--- src/rtl/fetch_sequencer.sv ---
// rtl/fetch_sequencer.sv - multi-cycle fetch/decode/exec sequencer with data-memory handshake and branch-target LUT
// Optional SEQ_PERF_CNT_EN adds saturating cyc_cnt / instr_cnt performance counters.
module fetch_sequencer #(
    parameter int              PC_W       = 10,
    parameter int              LUT_DEPTH  = 32,
    parameter logic [PC_W-1:0] START_PC   = '0,
    parameter logic [8:0]      HALT_INSTR = 9'h1FF,
    parameter int              MEM_TMO    = 15
) (
    input  logic            clk,
    input  logic            reset,
    input  logic            start,
    output logic            done,
    output logic            err,
    output logic            imem_rd_en,
    output logic [PC_W-1:0] imem_addr,
    input  logic [8:0]      imem_data,
    output logic [8:0]      instr,
    output logic            instr_valid,
    output logic            commit,
    input  logic            branch_en,
    input  logic [4:0]      branch_idx,
    input  logic            mem_access,
    output logic            dmem_req,
    input  logic            dmem_ack,
    input  logic            lut_wr_en,
    input  logic [4:0]      lut_wr_idx,
`ifdef SEQ_PERF_CNT_EN
    input  logic [PC_W-1:0] lut_wr_data,
    output logic [31:0]     cyc_cnt,
    output logic [31:0]     instr_cnt
`else
    input  logic [PC_W-1:0] lut_wr_data
`endif
);

    localparam int WC_W = $clog2(MEM_TMO + 1);

    typedef enum logic [2:0] {
        S_IDLE    = 3'd0,
        S_FETCH   = 3'd1,
        S_DECODE  = 3'd2,
        S_EXEC    = 3'd3,
        S_MEMWAIT = 3'd4,
        S_HALT    = 3'd5
    } state_t;

    state_t          state;
    logic [PC_W-1:0] pc;
    logic [WC_W-1:0] wait_cnt;
    logic [PC_W-1:0] lut [LUT_DEPTH];
    logic [PC_W-1:0] next_pc;
    logic            is_halt;
    logic            parked;
    logic            restart;
    logic            exec_mem;

    assign is_halt  = (instr == HALT_INSTR);
    assign parked   = (state == S_IDLE) || (state == S_HALT);
    assign restart  = parked && start;
    assign exec_mem = (state == S_EXEC) && !is_halt && mem_access;
    assign next_pc  = branch_en ? lut[branch_idx] : pc + PC_W'(1);

    assign imem_addr = pc;

    // commit and dmem_req react to same-cycle control-unit / memory inputs,
    // and dmem_req must fall the moment reset forces the state to IDLE.
    assign commit   = ((state == S_EXEC) && !is_halt && !mem_access) ||
                      ((state == S_MEMWAIT) && dmem_ack);
    assign dmem_req = exec_mem || (state == S_MEMWAIT);

    always_ff @(posedge clk or posedge reset) begin
        if (reset) begin
            state       <= S_IDLE;
            pc          <= START_PC;
            instr       <= '0;
            wait_cnt    <= '0;
            err         <= 1'b0;
            done        <= 1'b0;
            imem_rd_en  <= 1'b0;
            instr_valid <= 1'b0;
        end else begin
            case (state)
                S_IDLE, S_HALT: begin
                    if (start) begin
                        state      <= S_FETCH;
                        pc         <= START_PC;
                        err        <= 1'b0;
                        done       <= 1'b0;
                        imem_rd_en <= 1'b1;
                    end
                end
                S_FETCH: begin
                    state      <= S_DECODE;
                    imem_rd_en <= 1'b0;
                end
                S_DECODE: begin
                    instr       <= imem_data;
                    state       <= S_EXEC;
                    instr_valid <= 1'b1;
                end
                S_EXEC: begin
                    if (is_halt) begin
                        state       <= S_HALT;
                        done        <= 1'b1;
                        instr_valid <= 1'b0;
                    end else if (mem_access) begin
                        state    <= S_MEMWAIT;
                        wait_cnt <= WC_W'(1);
                    end else begin
                        state       <= S_FETCH;
                        pc          <= next_pc;
                        instr_valid <= 1'b0;
                        imem_rd_en  <= 1'b1;
                    end
                end
                S_MEMWAIT: begin
                    // An ack in the final allowed cycle still commits.
                    if (dmem_ack) begin
                        state       <= S_FETCH;
                        pc          <= next_pc;
                        instr_valid <= 1'b0;
                        imem_rd_en  <= 1'b1;
                    end else if (wait_cnt == WC_W'(MEM_TMO)) begin
                        state       <= S_HALT;
                        err         <= 1'b1;
                        done        <= 1'b1;
                        instr_valid <= 1'b0;
                    end else begin
                        wait_cnt <= wait_cnt + WC_W'(1);
                    end
                end
                default: begin
                    state       <= S_IDLE;
                    done        <= 1'b0;
                    imem_rd_en  <= 1'b0;
                    instr_valid <= 1'b0;
                end
            endcase
        end
    end

    // Target table is only writable while no program is running.
    always_ff @(posedge clk or posedge reset) begin
        if (reset) begin
            for (int i = 0; i < LUT_DEPTH; i++) begin
                lut[i] <= '0;
            end
        end else if (lut_wr_en && parked) begin
            lut[lut_wr_idx] <= lut_wr_data;
        end
    end

`ifdef SEQ_PERF_CNT_EN
    always_ff @(posedge clk or posedge reset) begin
        if (reset) begin
            cyc_cnt   <= '0;
            instr_cnt <= '0;
        end else if (restart) begin
            cyc_cnt   <= '0;
            instr_cnt <= '0;
        end else begin
            if (!parked && (cyc_cnt != '1)) begin
                cyc_cnt <= cyc_cnt + 32'd1;
            end
            if (commit && (instr_cnt != '1)) begin
                instr_cnt <= instr_cnt + 32'd1;
            end
        end
    end
`endif

endmodule

--- config.mk ---
export PLATFORM = sky130hd
export DESIGN_NAME = fetch_sequencer
export DESIGN_NICKNAME = d
export VERILOG_FILES = /design/src/rtl/fetch_sequencer.sv
export SDC_FILE = /design/constraint.sdc
export NUM_CORES = 1
export LEC_CHECK = 0
export ABC_AREA = 1
export BUFFER_PORTS_ARGS = -buffer_cell sky130_fd_sc_hd__buf_2
export CORE_ASPECT_RATIO = 1.75
export CORE_MARGIN = 3
export CORE_UTILIZATION = 58
export DETAILED_ROUTE_END_ITERATION = 10
export GPL_ROUTABILITY_DRIVEN = 0
export GPL_TIMING_DRIVEN = 1
export HOLD_SLACK_MARGIN = 0.15
export PLACE_DENSITY_LB_ADDON = 0.05
export SYNTH_ARGS = -nofsm -noshare
export SYNTH_HDL_FRONTEND = slang
export SYNTH_SLANG_ARGS = --single-unit
--- constraint.sdc ---
create_clock -name clk -period 28.9 [get_ports clk]
set_clock_uncertainty 0.05 [all_clocks]
set_input_delay 1.445 -clock clk [delete_from_list [all_inputs] [get_ports clk]]
set_output_delay 1.445 -clock clk [all_outputs]
set_load 0.02 [all_outputs]
Word-level counts from Yosys, hierarchy flattened

Index checks and enable logic that the tools add are counted.
Widths: inputs -> output; s select.

Mux-type cells: 39
Bitwise gates (word level): 5
Add/subtract/negate cells: 2
Eq/ne operators: 18
Magnitude comparators: 3
Reductions and logical operators: 25

Operators with widths:

| kind                  | count |
|---|---|
| $bwmux 320            | 1 |
| $mux 10               | 8 |
| $bmux 10 s5           | 1 |
| $demux 10 s5          | 1 |
| $pmux 10 s3           | 1 |
| $reduce_and 5->1      | 4 |
| $mux 4                | 4 |
| $ne 2x2->1 const B    | 8 |
| $mux 3                | 5 |
| $pmux 3 s5            | 1 |
| $ge 6x6->1 const B    | 2 |
| $mux 1                | 12 |
| $not 5->6             | 2 |
| $pmux 1 s4            | 3 |
| $add 10x1->10 const B | 1 |
| $eq 9x9->1 const B    | 1 |
| $pmux 4 s2            | 1 |
| $eq 3x2->1 const B    | 2 |
| $eq 3x3->1 const B    | 2 |
| $logic_and 1x1->1     | 6 |
| $lt 6x1->1 const B    | 1 |
| $add 4x1->4 const B   | 1 |
| $eq 4x4->1 const B    | 1 |
| $reduce_and 4->1      | 1 |
| 15 further kinds      | 22 |

Register bits after elaboration: 350
Logic and storage cells: 132
Output and inout bits: 25

Depth between registers and ports, before layout

Gate-level depths: netlist of run 1.

Word-level depth: 8
Gate-level depth with buffers: 14
Gate-level depth less buffers: 12

Least setup slack after synthesis of run 1

Ideal clock, no wire load.

Path type: input -> output
Start point: in dmem_ack
End point: out commit
Arrival time: 1735 ps
Required time: 27405 ps
Stages on the path: 2
Path slack: 25670 ps
Cell sequence: nand2_1 -> nand2_2

Longest elaborated chain between the ends: 2

Ends and longest elaborated chain:

| what              | RTL line | text |
|---|---|---|
| start, declared   | 25       | `input logic dmem_ack,` |
| $logic_and 1x1->1 | 69       | `((state == S_MEMWAIT) && dmem_ack);` |
| $logic_or 1x1->1  | 68       | `assign commit = ((state == S_EXEC) && !is_halt && !mem_access) \|\|` |
| end, declared     | 20       | `output logic commit,` |

No other way between the ends.

Worst setup path in the final report of run 1

Start point: in branch_idx[0]
End point: reg pc[5], in the netlist imem_addr[5]

Longest elaborated chain between the ends: 8
Elaborated cells between the ends (all ways): 9
Classes of those cells: 8 x mux; 1 x bitwise

Ends and longest elaborated chain:

| what                                            | RTL line | text |
|---|---|---|
| start, declared                                 | 22       | `input logic [4:0] branch_idx,` |
| $not 5->6 (implied by the code) (*)             | 62       | `assign next_pc = branch_en ? lut[branch_idx] : pc + PC_W'(1);` |
| $bmux 10 s5 (*)                                 | 62       |  |
| $mux 10 (implied by the code) (*) (2 in series) | 62       |  |
| $mux 10 (*)                                     | 62       |  |
| $mux 10                                         | 107      | `end else if (mem_access) begin` |
| $mux 10                                         | 103      | `if (is_halt) begin` |
| $pmux 10 s3 (*)                                 | 83       | `case (state)` |
| end signal, assigned                            | 112      | `pc <= next_pc;` |
| end signal, assigned                            | 121      | `pc <= next_pc;` |
| end, declared                                   | 49       | `logic [PC_W-1:0] pc;` |

Every way passes the cells marked *; elsewhere a longest branch is shown, timed or not. The select of a mux whose other input is x is not followed.
A chain may end at the register's enable or synchronous reset.

==> results.yml, run 1 <==
synthesis:
  syn-mean-instance-area_sq_um: 7.83
  synth-edff-count: 0
  yosysWarnings: 0
  netlist_area_sq_um: 16300
  synth_top_area_frac: 0.538
  synth_area_leader_cell: "dfrtp_1"
  ys_seq_area_frac: 0.538
  yosysMostFrequentCell: "nand2_1"
  synthTopCellsByArea: "dfrtp_1 (54%), nand2_1 (19%), o21ai_1 (9.0%)"
  yosys_register_bits: 350
  synthesis.nets: 2116
  async_flop_share: 1.00
  synth_common_cells: "nand2_1 (843), dfrtp_1 (350), o21ai_1 (293)"
  ys.flop_type: "dfrtp_1"
  ys_types: 30
  synth_cells: 2078
setup_path:
  worstSetupEndpointType: "register"
  required_ns: 29.30
  worstPathArrival_ns: 4.37
  critPathTopFamily: "buffers and inverters"
  critPathLaunchType: "input port"
  worstPathCellList: "buf_4 -> inv_4 -> buf_4 -> nand2_1 -> nand3_1 -> nand3_1 -> nand2_1 -> nand2_1 -> nand3_1 -> nand3_1 -> nand2_1 -> nand2_1 -> nand2_1"
  cp_common_cell: "nand2_1"
  crit_type: "input port to register"
  path_max_fanout: 83
  slowest_stage: "buf_4"
  critPathBufInv: 3
  slowest_delay_ns: 0.85
global_route:
  track_usage: 0.315
  antenna_found_initial: 3
  grt_first_pass_wirelength_um: 74600
  grt_start_max_net_pins: 137
  grt-ovfl-total: 0
  grt_pass1_vias: 13508
drt:
  vias: 14061
  drcViolationCount: 0
  wl_um: 46900
  viasPerCell: 5.81
  ant_nets: 0
  drtIter0Drc: 1324
  dr.pass1.iters: 6
  wl_per_cell_um: 19.4
job:
  maxCapViolCount: 0
cts:
  cts_tree: "built"
  numCtsBuffers: 34
  postCtsResizedCells: 0
  clock-sinks: 350
  insertion_delay_ns: 0.53
  htreeDepth: 2
  cts_max_path_buffers: 3
  cts_setup_buffers: 0
  clockRootBuffer: "clkbuf_16"
  holdBufCountCts: 0
  path_clk_slew_ns: 0.06
pwr:
  p_leak_nw: 8.34
  irDropWorstVdd_v: 0.0000633
  powerDensity_nw_per_um2: 90.2
sta:
  finalCriticalPeriod_ns: 3.97
  slew_violations: 0
  finalSetupViolations: 0
  period_share: 0.137
  timing.slew.headroom: 0.146
  rsz0062_at_grt: "no"
  tightest_slew_ns: 1.28
  fmax_ghz: 0.252
  fin_setup_tns_ns: 0
  final-hold-violation-count: 0
run_status:
  status: "complete, no violations"
final_layout:
  nNetsFinal: 2065
  drive_gt1_frac: 0.0736
  area_growth_pct: 8.39
  stdcell_count: 2422
min_path:
  hp-class: "register to register"
floorplanning:
  core_area_sq_um: 27400
  initial_core_util: 0.593
  fp.dieW_um: 133
  dieArea_sq_um: 30200
  std_cell_rows: 80
  pin_count: 61
  die_height_um: 228
place:
  dp_hpwl_um: 28600
  placed_cells: 2360
  portBuffers: 60
==> cell usage in the layout, fill, tap and decap left out, types with 2 or more instances in the layout <==
cell type  instances
o21ai_1          293
clkinv_1           2
a21oi_1            5
buf_4             20
nand3_1          275
ha_1               2
nand2_1          843
nor2_1            17
clkinv_2           6
clkbuf_1           8
nand2_2            3
o21ai_0           44
inv_1             36
dfrtp_1          350
inv_2              5
nor3_1             9
bufinv_16          4
nor2_2             2
diode_2            2
clkbuf_16         35
clkbuf_8           6
nor3_4             4
buf_2             59
nand3b_1           2
nand4_1           10
==> worst paths after layout <==
kind,start,to,slack (ns),depth (start not counted)
setup / recovery,branch_idx[0],imem_addr[5],24.93,13
setup reg to reg,state[2],lut[192],25.85,7
max in group asynchronous,reset,lut[31],26.19,3
hold / removal,instr_valid,instr_valid,0.43,2
hold reg to reg,instr_valid,instr_valid,0.43,2
min in group asynchronous,reset,lut[203],1.03,2
==> sequential cells by signal, summed over array words and instances (netlist names) <==
register	cells
done	1
err	1
imem_addr	10
imem_rd_en	1
instr	9
instr_valid	1
lut	320
state	3
wait_cnt	4
==> routing by layer <==
metal,track usage,share of wire,wire length (um),vias to the layer above
met5,0,0.00028,13,-
met4,0.158,0.050,2330,2
met3,0.0374,0.063,2970,135
met2,0.540,0.50,23400,579
met1,0.399,0.39,18300,6674
li1,-,-,-,6671
==> area by class of cell <==
cell class                      count  area [sq um]
Antenna cell                        2          5.00
Clock buffer                       49           988
Clock inverter                     11           159
Fill cell                        2504          9780
Inverter                           45           179
Multi-Input combinational cell   1516          6630
Sequential cell                   350          8760
Tap cell                          369           462
Timing Repair Buffer               80           465
==> report_power, final <==
part | internal [mW] | switching, mW | total, mW
clock | 0.274 | 0.187 | 0.462
sequential | 0.653 | 0.0978 | 0.751
combinational | 0.142 | 0.237 | 0.380
total | 1.07 | 0.522 | 1.59
==> stage by stage <==
step	util	hold slack, ns	area [sq um]	power [mW]	worst slack [ns]
6_report	0.643	0.432	17600	1.59	24.93
5_1_grt	0.643	0.458	17600	1.70	24.75
4_1_cts	0.643	0.438	17600	1.60	25.03
3_5_place_dp	0.601	0.423	16500	1.13	24.54
3_3_place_gp	0.601	0.403	16500	1.12	24.47
2_1_floorplan	-	0.403	16300	1.02	17.70
==> logic make-up after synthesis <==
logic type               Yosys count  synth area share
buffers and inverters            212            0.0548
XOR/XNOR                           1          0.000538
AND/OR/NAND/NOR                 1167             0.298
AO/OA/AOI/OAI                    346             0.107
adder cells (fa/ha/maj)            2           0.00154
flip-flops                       350             0.538
==> tightest hold or removal path, cell delays in order, from the launching register on <==
cell and delay (ns):
dfrtp_1 0.35, nand2_1 0.05, nand2_1 0.05
(Power assumes the default switching activity.)
==> inputs of run 2 (changes only) <==
--- a/config.mk
+++ b/config.mk
@@ -5,7 +5,7 @@
 export SDC_FILE = /design/constraint.sdc
 export NUM_CORES = 1
 export LEC_CHECK = 0
-export ABC_AREA = 1
+export ABC_AREA = 0
 export BUFFER_PORTS_ARGS = -buffer_cell sky130_fd_sc_hd__buf_2
 export CORE_ASPECT_RATIO = 1.75
 export CORE_MARGIN = 3
==> constraint.sdc (replaced) <==
create_clock -name clk -period 4.1 [get_ports clk]
set_clock_uncertainty 0.05 [all_clocks]
set_input_delay 0.205 -clock clk [delete_from_list [all_inputs] [get_ports clk]]
set_output_delay 0.205 -clock clk [all_outputs]
set_load 0.02 [all_outputs]
==> results.yml, run 2 <==
run_status:
  status: "complete, no violations"
cts:
  clockRootBuffer: "clkbuf_16"
  numCtsBuffers: 34
  clock-sinks: 350
  cts_setup_buffers: 0
  cts_max_path_buffers: 3
  cts_tree: "built"
  htreeDepth: 2
  insertion_delay_ns: 0.54
  path_clk_slew_ns: 0.06
place:
  preCtsSetupSlack_ns: 1.23
  portBuffers: 60
  dpl_cell_area_sq_um: 17100
  dp_hpwl_um: 26300
pwr:
  powerDensity_nw_per_um2: 602
  irDropWorstVdd_v: 0.000454
  p_leak_nw: 8.62
  finalPower_mw: 11.0
sta:
  period_share: 0.723
  finalCriticalPeriod_ns: 2.96
  final-hold-violation-count: 0
  tightest_slew_ns: 0.876
  timing.slew.headroom: 0.415
  holdWs_ns: 0.278
  rsz0062_at_grt: "no"
  finalSetupViolations: 0
  setup_slack_ns: 1.14
  slew_violations: 0
  fmax_ghz: 0.337
  fin_setup_tns_ns: 0
final_layout:
  area_growth_pct: 11.2
  final_common_cell: "dfrtp_1"
  final_cell_mix: "dfrtp_1 (350), mux2_2 (329), mux4_2 (72)"
  drive_gt1_frac: 0.460
  design_area_sq_um: 18300
  regMostFlops: "lut"
  nNetsFinal: 1223
  largest_reg_flops: 320
floorplanning:
  die_height_um: 229
  fp.dieW_um: 133
  std_cell_rows: 81
  pin_count: 61
  core_area_sq_um: 28000
  initial_core_util: 0.588
  dieArea_sq_um: 30500
synthesis:
  synthTopCellsByArea: "dfrtp_1 (53%), mux2_2 (23%), mux4_2 (9.9%)"
  ys_types: 64
  synth_area_leader_cell: "dfrtp_1"
  yosys.area_share.simple: 0.0622
  synth_top_area_frac: 0.532
  muxShareOfSynthArea: 0.347
  synthAdderAreaFrac: 0.00152
  ys_seq_area_frac: 0.532
  synth_compound_area_frac: 0.0330
  syn-mean-instance-area_sq_um: 14.5
  ys.flop_type: "dfrtp_1"
  synth-edff-count: 0
  netlist_area_sq_um: 16500
  synth_common_cells: "dfrtp_1 (350), mux2_2 (329), mux4_2 (72)"
  yosysWarnings: 0
  yosysMostFrequentCell: "dfrtp_1"
  synth_xor_area_frac: 0.00106
  yosys_register_bits: 350
  synth_cells: 1133
  synth_top_family_by_area: "multiplexers"
  async_flop_share: 1.00
  synthesis.nets: 1171
drt:
  vias: 9930
  wl_per_cell_um: 25.4
  drcViolationCount: 0
  viasPerCell: 6.28
  drtIter0Drc: 518
  wl_um: 40200
  ant_nets: 0
  dr.pass1.iters: 4
setup_path:
  critPathLaunchType: "register"
  r2r-start: "state[2]"
  r2r_slack_ns: 1.14
  slowest_stage: "dfrtp_1"
  worstSetupEndpointType: "register"
  r2r_end: "lut[277]"
  reg2reg_depth: 5
  crit_path_start: "state[2]"
  worstPathCellList: "nor2b_2 -> nor4_2 -> nor2b_1 -> nand2_1 -> mux2_2"
  required_ns: 4.46
  slowest_delay_ns: 0.73
  crit_type: "register to register"
  worstPathArrival_ns: 3.32
  crit_end: "lut[277]"
  path_max_fanout: 21
global_route:
  track_usage: 0.271
  grt-ovfl-total: 0
  grt_start_max_net_pins: 131
  grt_first_pass_wirelength_um: 63300
  grt_pass1_vias: 10629
  antenna_found_initial: 1
min_path:
  hp-class: "input port to register"
job:
  maxCapViolCount: 0
-- run 2: changes by cell type in the layout (fill, tap and decap cells not counted), moves of 6 or more --
cell           change
o21ai_1          -292
mux2_2           +329
mux4_2            +72
nand3_1          -252
nand2_1          -796
o22ai_1           +13
a22oi_1           +10
nand3b_1           +6
mux2i_1           +25
mux2_1            +12
inv_1             -30
nor2b_1           +11
o21ai_0           -32
dlygate4sd3_1     +14
-- run 2: kinds of logic (layout without fill, tap and decap cells) --
group | Yosys count | count (layout)
buf+inv | 86 | 161
flops | 350 | 350
compound gates | 81 | 81
other cells | 0 | 1
mux | 438 | 438
xor+xnor | 2 | 2
simple gates | 174 | 174
fa+ha+maj | 2 | 2
-- run 2: layout make-up --
| type | instances | area (sq um) |
|---|---|---|
| Tap cell | 373 | 467 |
| Sequential cell | 350 | 8760 |
| Timing Repair Buffer | 94 | 646 |
| Inverter | 8 | 33.8 |
| Multi-Input combinational cell | 697 | 7320 |
| Clock inverter | 11 | 103 |
| Clock buffer | 48 | 973 |
| Fill cell | 2121 | 9670 |
| Antenna cell | 1 | 2.50 |
-- run 2: worst min-delay path by stage --
stage	from	to	slack (ns)	depth (start not counted)
after floorplan	lut_wr_data[0]	lut[50]	0.31	1
after CTS	lut_wr_idx[2]	lut[37]	0.27	3
final	lut_wr_idx[2]	lut[33]	0.28	3
after global routing	lut_wr_idx[2]	lut[37]	0.29	3
after global placement	reset	lut[144]	0.34	2
after detailed placement	reset	lut[144]	0.33	2
-- run 2: worst max-delay path, delay by kind of cell (launching register included) --
kind          cells  cell delay [ns]
simple gates      4             1.63
flops             1             0.73
mux               1             0.42
-- run 2: routing by layer --
metal | vias to the layer above | GRT usage | wire [um]
li1 | 4338 | - | -
met1 | 5289 | 0.348 | 16500
met2 | 228 | 0.475 | 21000
met3 | 75 | 0.0330 | 1390
met4 | 0 | 0.0985 | 1410
met5 | - | 0 | 0
-- run 2: timing repair --
| item | 4_1_cts | 5_1_grt |
|---|---|---|
| endpoints found under the hold margin | 47 | 0 |
| gates resized for setup | 0 | 0 |
| hold buffers | 14 | 0 |
-- run 2: per-stage QoR --
| stage | utilization | cells |
|---|---|---|
| after CTS | 0.654 | 1581 |
| after global routing | 0.654 | 1582 |
| after floorplan | - | 1133 |
| after detailed placement | 0.611 | 1508 |
| after global placement | 0.611 | 1508 |
| final | 0.654 | 1582 |
-- run 2: report_power, final --
part | leakage [nW] | internal [mW] | switching, mW
clock network | 0.535 | 1.73 | 1.33
logic | 3.39 | 1.53 | 1.21
registers | 4.70 | 4.58 | 0.648
total | 8.62 | 7.84 | 3.19
